==> src/rtl/arb_pkg.sv <==
// arb_pkg: shared types and constants for the four-way bus arbiter.
package arb_pkg;
    typedef enum logic {
        ARB_IDLE = 1'b0,
        ARB_BUSY = 1'b1
    } arb_state_t;
    localparam int NREQ        = 4;
    localparam int DEF_TIMEOUT = 255;
endpackage

==> src/rtl/rr_pick4.sv <==
// rr_pick4: rotating priority pick of the first set request at or after ptr.
module rr_pick4
    import arb_pkg::*;
(
    input  logic [NREQ-1:0] req,
    input  logic [1:0]      ptr,
    output logic [1:0]      pick,
    output logic            any
);
    logic [NREQ-1:0] rot;
    logic [1:0]      idx;
    // rotate so the ptr requester sits at bit 0, encode, then rotate the index back
    always_comb begin
        rot = NREQ'({req, req} >> ptr);
        idx = rot[0] ? 2'd0 : rot[1] ? 2'd1 : rot[2] ? 2'd2 : 2'd3;
    end
    assign pick = idx + ptr;
    assign any  = |req;
endmodule

==> src/rtl/bus_arb4.sv <==
// bus_arb4: round-robin grant sequencer for one shared bus port with timeout abort.
module bus_arb4
    import arb_pkg::*;
#(
    parameter int TIMEOUT = DEF_TIMEOUT,
    parameter int CW      = 8
) (
    input  logic            clk,
    input  logic            rst_n,
    input  logic [NREQ-1:0] req,
    input  logic            slv_done,
    output logic [NREQ-1:0] gnt,
    output logic [1:0]      sel,
    output logic            bus_valid,
    output logic            err,
    output logic            busy
);
    arb_state_t      state, state_nx;
    logic [NREQ-1:0] gnt_nx;
    logic [1:0]      sel_nx, ptr, ptr_nx, pick;
    logic [CW-1:0]   cnt, cnt_nx;
    logic            err_nx, any, timeout;

    rr_pick4 u_pick (
        .req  (req),
        .ptr  (ptr),
        .pick (pick),
        .any  (any)
    );

    assign timeout = cnt == CW'(TIMEOUT - 1);

    always_comb begin
        state_nx = state;
        gnt_nx   = gnt;
        sel_nx   = sel;
        ptr_nx   = ptr;
        cnt_nx   = cnt;
        err_nx   = 1'b0;
        if (state == ARB_IDLE) begin
            if (any) begin
                state_nx = ARB_BUSY;
                gnt_nx   = NREQ'(1) << pick;
                sel_nx   = pick;
                cnt_nx   = '0;
            end
        end else if (slv_done || timeout) begin
            // completion takes precedence, so err only fires on a genuine abort
            state_nx = ARB_IDLE;
            gnt_nx   = '0;
            ptr_nx   = sel + 2'd1;
            err_nx   = !slv_done;
        end else begin
            cnt_nx = cnt + CW'(1);
        end
    end

    always_ff @(posedge clk or negedge rst_n) begin
        if (!rst_n) begin
            state <= ARB_IDLE;
            gnt   <= '0;
            sel   <= '0;
            ptr   <= '0;
            cnt   <= '0;
            err   <= 1'b0;
        end else begin
            state <= state_nx;
            gnt   <= gnt_nx;
            sel   <= sel_nx;
            ptr   <= ptr_nx;
            cnt   <= cnt_nx;
            err   <= err_nx;
        end
    end

    assign bus_valid = state == ARB_BUSY;
    assign busy      = bus_valid;
endmodule

==> config.mk <==
export PLATFORM = sky130hd
export DESIGN_NAME = bus_arb4
export DESIGN_NICKNAME = d
export VERILOG_FILES = /design/src/rtl/arb_pkg.sv /design/src/rtl/rr_pick4.sv /design/src/rtl/bus_arb4.sv
export SDC_FILE = /design/constraint.sdc
export NUM_CORES = 1
export LEC_CHECK = 0
export CORE_UTILIZATION = 51
export DETAILED_ROUTE_END_ITERATION = 16
export PLACE_DENSITY = 0.77
export SYNTH_ARGS = -nofsm -noshare
export SYNTH_HDL_FRONTEND = slang
export SYNTH_SLANG_ARGS = --single-unit
==> constraint.sdc <==
create_clock -name clk -period 2.9 [get_ports clk]
set_input_delay 0.435 -clock clk [delete_from_list [all_inputs] [get_ports clk]]
set_output_delay 0.435 -clock clk [all_outputs]
set_load 0.02 [all_outputs]
* Word level (Yosys, flattened, before mapping) *
Index checks and enable logic that the tools add are counted.

operators by class
  bitwise operators = 1
  reductions and logical operators = 8
  add/sub/neg operators = 3
  multiplexer cells = 14
  eq/ne operators = 3
  shift operators = 2

operators with widths
  kind                   number
  $mux W8                3
  $mux W4                3
  $add A8 B1 Y8 const B  1
  $eq A8 B8 Y1 const B   1
  $reduce_and A2 Y1      4
  $shr A8 B2 Y3          1
  $mux W1                6
  $mux W2                2
  $reduce_or A4 Y1       1
  $shl A1 B2 Y4 const A  1
  $add A2 B1 Y2 const B  1
  $add A2 B2 Y2          1
  $ne A2 B1 Y1 const B   1
  $ne A2 B2 Y1 const B   1
  $reduce_bool A2 Y1     1
  $logic_not A1 Y1       1
  $logic_or A1 B1 Y1     1
  $not A1 Y1             1

storage, ports and cells
  word-level logic and storage cells = 37
  output and inout port bits = 9
  input bits = 7
  register bits after elaboration = 18

* Logic depth before layout (Yosys ltp) *
  word-level depth = 8
  gate-level depth with buffers = 10
  depth with buffers taken out = 9

* By module *
A second synthesis with hierarchy kept.

unflattened totals
  cells, all modules = 113
  area, all modules = 1,101.1 um^2

by module, submodules not included
  module    instances  area each (um^2)  cells each  sequential area each (um^2)
  bus_arb4  1          928.4             90          450.4
  rr_pick4  1          172.7             23          0.0

* Worst setup path after synthesis *
No wires, ideal clock.

  path type = flip-flop to flip-flop
  from = register ptr[0]
  to = register gnt[1]
  setup slack = 910 ps
  stages on the path, launching flop included = 9
  setup time = 127 ps
  arrival = 1,863 ps
  clock period less this slack = 1,990 ps
  path through = dfrtp_1 buf_6 or3_2 o311ai_0 ha_1 nand2_1 or3_1 nand4_2 o22ai_1

on the way
  cells in the longest elaborated chain, start to end = 8

ends and longest elaborated chain
  what                    RTL line        RTL
  from (decl)             bus_arb4.sv:20  logic [1:0] sel_nx, ptr, ptr_nx, pick;
  from (signal assigned)  bus_arb4.sv:70  ptr <= ptr_nx;
  $shr A8 B2 Y3           rr_pick4.sv:14  rot = NREQ'({req, req} >> ptr);
  $mux W1                 rr_pick4.sv:15  idx = rot[0] ? 2'd0 : rot[1] ? 2'd1 : rot[2] ? 2'd2 : 2'd3;
  $mux W2 (2 in series)   rr_pick4.sv:15
  $add A2 B2 Y2 (*)       rr_pick4.sv:17  assign pick = idx + ptr;
  $shl A1 B2 Y4 (*)       bus_arb4.sv:43  gnt_nx = NREQ'(1) << pick;
  $mux W4 (*)             bus_arb4.sv:41  if (any) begin
  $mux W4 (*)             bus_arb4.sv:40  if (state == ARB_IDLE) begin
  to (signal assigned)    bus_arb4.sv:68  gnt <= gnt_nx;
  to (decl)               bus_arb4.sv:12  output logic [NREQ-1:0] gnt,

Every way passes the cells marked *; elsewhere a longest branch is shown, timed or not. The select of a mux whose other input is x is not followed.
A chain may end at the register's enable or synchronous reset.

* Worst setup path after layout *
  from = input port req[3]
  to = register sel[1]

on the way
  cells in the longest elaborated chain, start to end = 5
  elaborated cells on any way between the ends = 7
  those cells by class = add/sub: 1; shift: 1; mux: 3; reduce/logical: 2

ends and longest elaborated chain
  what                   RTL line        RTL
  from (decl)            bus_arb4.sv:10  input logic [NREQ-1:0] req,
  $shr A8 B2 Y3          rr_pick4.sv:14
  $mux W1                rr_pick4.sv:15
  $mux W2 (2 in series)  rr_pick4.sv:15
  $add A2 B2 Y2          rr_pick4.sv:17
  to (signal assigned)   bus_arb4.sv:69  sel <= sel_nx;
  to (decl)              bus_arb4.sv:13  output logic [1:0] sel,

Several ways; a longest one is shown, not always the timed one.

==> flow_metrics.py <==
metrics = {
    "setup_path": {
        "critPathCaptureType": "register",
        "worstSetupStartpointType": "input port",
        "required_ns": 3.09,
        "crit_fanout": 6,
        "path_class": "in -> reg",
        "critPathArrivalTime_ns": 2.53,
        "r2r_slack_ns": 0.78,
    },
    "clock_tree": {
        "cts_root_buffer": "clkbuf_4",
        "tritoncts": "built",
        "cts_resized": 0,
        "clk-insertion-delay-late_ns": 0.30,
        "clock_path_buffers": 2,
        "hold_buffers": 0,
        "post_cts_buffers": 0,
        "cts.sinks": 18,
        "numCtsBuffers": 3,
        "htreeDepth": 1,
        "cts.clk_slew.worst_paths_ns": 0.11,
    },
    "timing": {
        "max_freq_mhz": 428.1,
        "slew-limit-headroom_pct": 47.43,
        "setup_viol": 0,
        "fin_worst_skew_ns": 0.007892,
        "layout_min_cycle_time_ns": 2.336,
        "hold_violations": 0,
        "tns_ns": 0,
        "tightest_slew_ns": 0.7862,
        "rsz0062_at_grt": "no",
        "finalCritPeriodShare_pct": 80.56,
        "final_max_slew_viol_count": 0,
        "fin_hold_ws_ns": 0.5145,
    },
    "synthesis": {
        "ys_warn_count": 0,
        "synth_adder_area_share_pct": 3.750,
        "synth_enable_flop_cells": 0,
        "muxShareOfSynthArea_pct": 8.250,
        "synth_xor_area_share_pct": 2.625,
        "synth_ff_type": "dfrtp_1",
        "avgSynthCellArea_um2": 10.21,
        "ys_types": 35,
        "ys_seq_elements": 18,
        "synth_cells": 98,
        "synth-compound-area-share_pct": 16.50,
        "synthArstFlopShare_pct": 100.0,
        "ys_seq_area_share_pct": 45.00,
        "netlist_area_mm2": 0.001001,
        "synth-simple-area-share_pct": 19.88,
        "synth_top_family_by_area": "simple AND/OR/NAND/NOR gates",
        "syn_nets": 108,
    },
    "floorplanning": {
        "rows": 15,
        "die-height_um": 46.30,
        "die_area_mm2": 0.002144,
        "die_w_um": 46.30,
        "pin_count": 16,
        "initial_core_util_pct": 56.14,
        "core_region_area_mm2": 0.001783,
    },
    "global_route": {
        "antenna_found_initial": 0,
        "grt_pass1_vias": 712,
        "track_usage_pct": 20.87,
        "gr-total-overflow": 0,
        "grt_first_pass_wirelength_um": 3180,
        "grt_max_degree": 19,
    },
    "detailed_routing": {
        "drt_iter0_drc": 23,
        "vias": 806,
        "firstDrtPassIters": 4,
        "via_per_inst": 5.841,
        "postRouteAntennaNets": 0,
        "wl_um": 1964,
        "remaining_drc_errors": 0,
        "routedWlPerCell_um": 14.23,
    },
    "cells_and_area": {
        "syn_to_final_growth_pct": 18.87,
        "fillCellCount": 140,
        "multi_input_area_um2": 510.5,
        "nets": 124,
        "final_cell_mix": "dfrtp_1 (18), clkdlybuf4s50_1 (15), nand2_1 (12), o21ai_0 (5), nor2_1 (5)",
        "regArea_um2": 450.4,
        "drive_above_1_share_pct": 12.39,
        "final_util_pct": 66.74,
        "final_cells": 138,
        "diodes": 0,
        "layout.cells.most_common": "dfrtp_1",
    },
    "power": {
        "vdd_drop_max_mv": 0.6811,
        "power_density_mw_per_mm2": 916.1,
        "power.internal_w": 0.0006518,
        "pwr-share-seq_pct": 36.8,
        "pwr-share-clk_pct": 14.4,
        "p_comb_share_pct": 48.8,
        "switching_share_pct": 40.21,
        "p_leak_nw": 0.5104,
        "p_switching_w": 0.0004383,
        "total_power_w": 0.001090,
    },
    "outcome": {
        "status": "finished, final reports clean",
    },
    "placement": {
        "place.gp.congestion": 0.7959,
        "port_buffers": 15,
        "dp_cells": 134,
        "hpwl_um": 1446,
    },
    "job": {
        "max_cap_viol_count": 0,
    },
    "worst_hold_path": {
        "hold_class": "reg -> reg",
    },
}
[registers in the layout, summed over array words and instances (netlist names)]
register   flops
bus_valid      1
cnt            8
err            1
gnt            4
ptr            2
sel            2
[layout make-up]
cell class | instances | area share [%]
multi-input cells | 73 | 42.90
flip-flops and latches | 18 | 37.85
repair buffers | 15 | 12.62
clock buffers | 4 | 3.049
well taps | 25 | 2.629
inverters | 3 | 0.9464
[critical path: stages]
cell	delay (ns)
clkdlybuf4s50_1	0.56
inv_1	0.05
o311ai_0	0.31
o21ai_0	0.14
o311ai_0	0.11
ha_1	0.27
nor2b_1	0.07
o21ai_1	0.11
nand4_2	0.17
mux2_4	0.29
[final timing paths]
path,start,endpoint,cells past startpoint
max in group asynchronous,rst_n,cnt[4],1
setup / recovery,req[3],sel[1],10
hold reg to reg,cnt[7],cnt[7],1
min in group asynchronous,rst_n,ptr[0],1
setup reg to reg,ptr[0],sel[1],7
hold / removal,cnt[7],cnt[7],1
[metal layers]
metal / vias up / track usage [%] / wire length [µm]
met5: - / 0 / 0
met4: 0 / 7.059 / 19
met3: 4 / 2.353 / 47
met2: 11 / 31.67 / 898
met1: 395 / 30.60 / 1000
li1: 396 / - / -
[power by group through the flow]
stage	clock network (W)	logic, W	registers, W
floorplan	0	0.000357	0.000424
detailed placement	0	0.000529	0.000406
global route	0.000166	0.000582	0.000412
global placement	0	0.000513	0.000401
CTS	0.000162	0.000534	0.000401
finish	0.000157	0.000531	0.000402
[cell usage after synthesis, drive strengths merged (2+ instances only)]
cell type | count | area share [%]
inv | 3 | 1.1
nor2b | 3 | 1.9
mux2i | 3 | 3.0
o311ai | 2 | 1.8
nand4 | 3 | 2.5
and2 | 3 | 1.9
nor2 | 5 | 1.9
buf | 4 | 2.9
mux2 | 4 | 5.2
o21ai | 7 | 3.5
or3 | 2 | 1.4
o31ai | 3 | 2.2
o22ai | 2 | 1.2
nand2 | 12 | 4.5
ha | 3 | 3.8
nand3 | 3 | 1.5
xor2 | 3 | 2.6
o211ai | 4 | 3.0
a32o | 2 | 2.2
dfrtp | 18 | 45
[logic make-up after synthesis]
logic type	after synthesis
simple gates	37
flops	18
xor+xnor	3
fa+ha+maj	3
buf+inv	7
compound gates	23
mux	7
[per-stage QoR]
step                setup slack [ns]  area, µm²
floorplan                     0.9103       1001
CTS                           0.5474       1190
finish                        0.5638       1190
global placement              0.3419       1154
global route                  0.3639       1190
detailed placement            0.2373       1154
(Power assumes the default switching activity.)
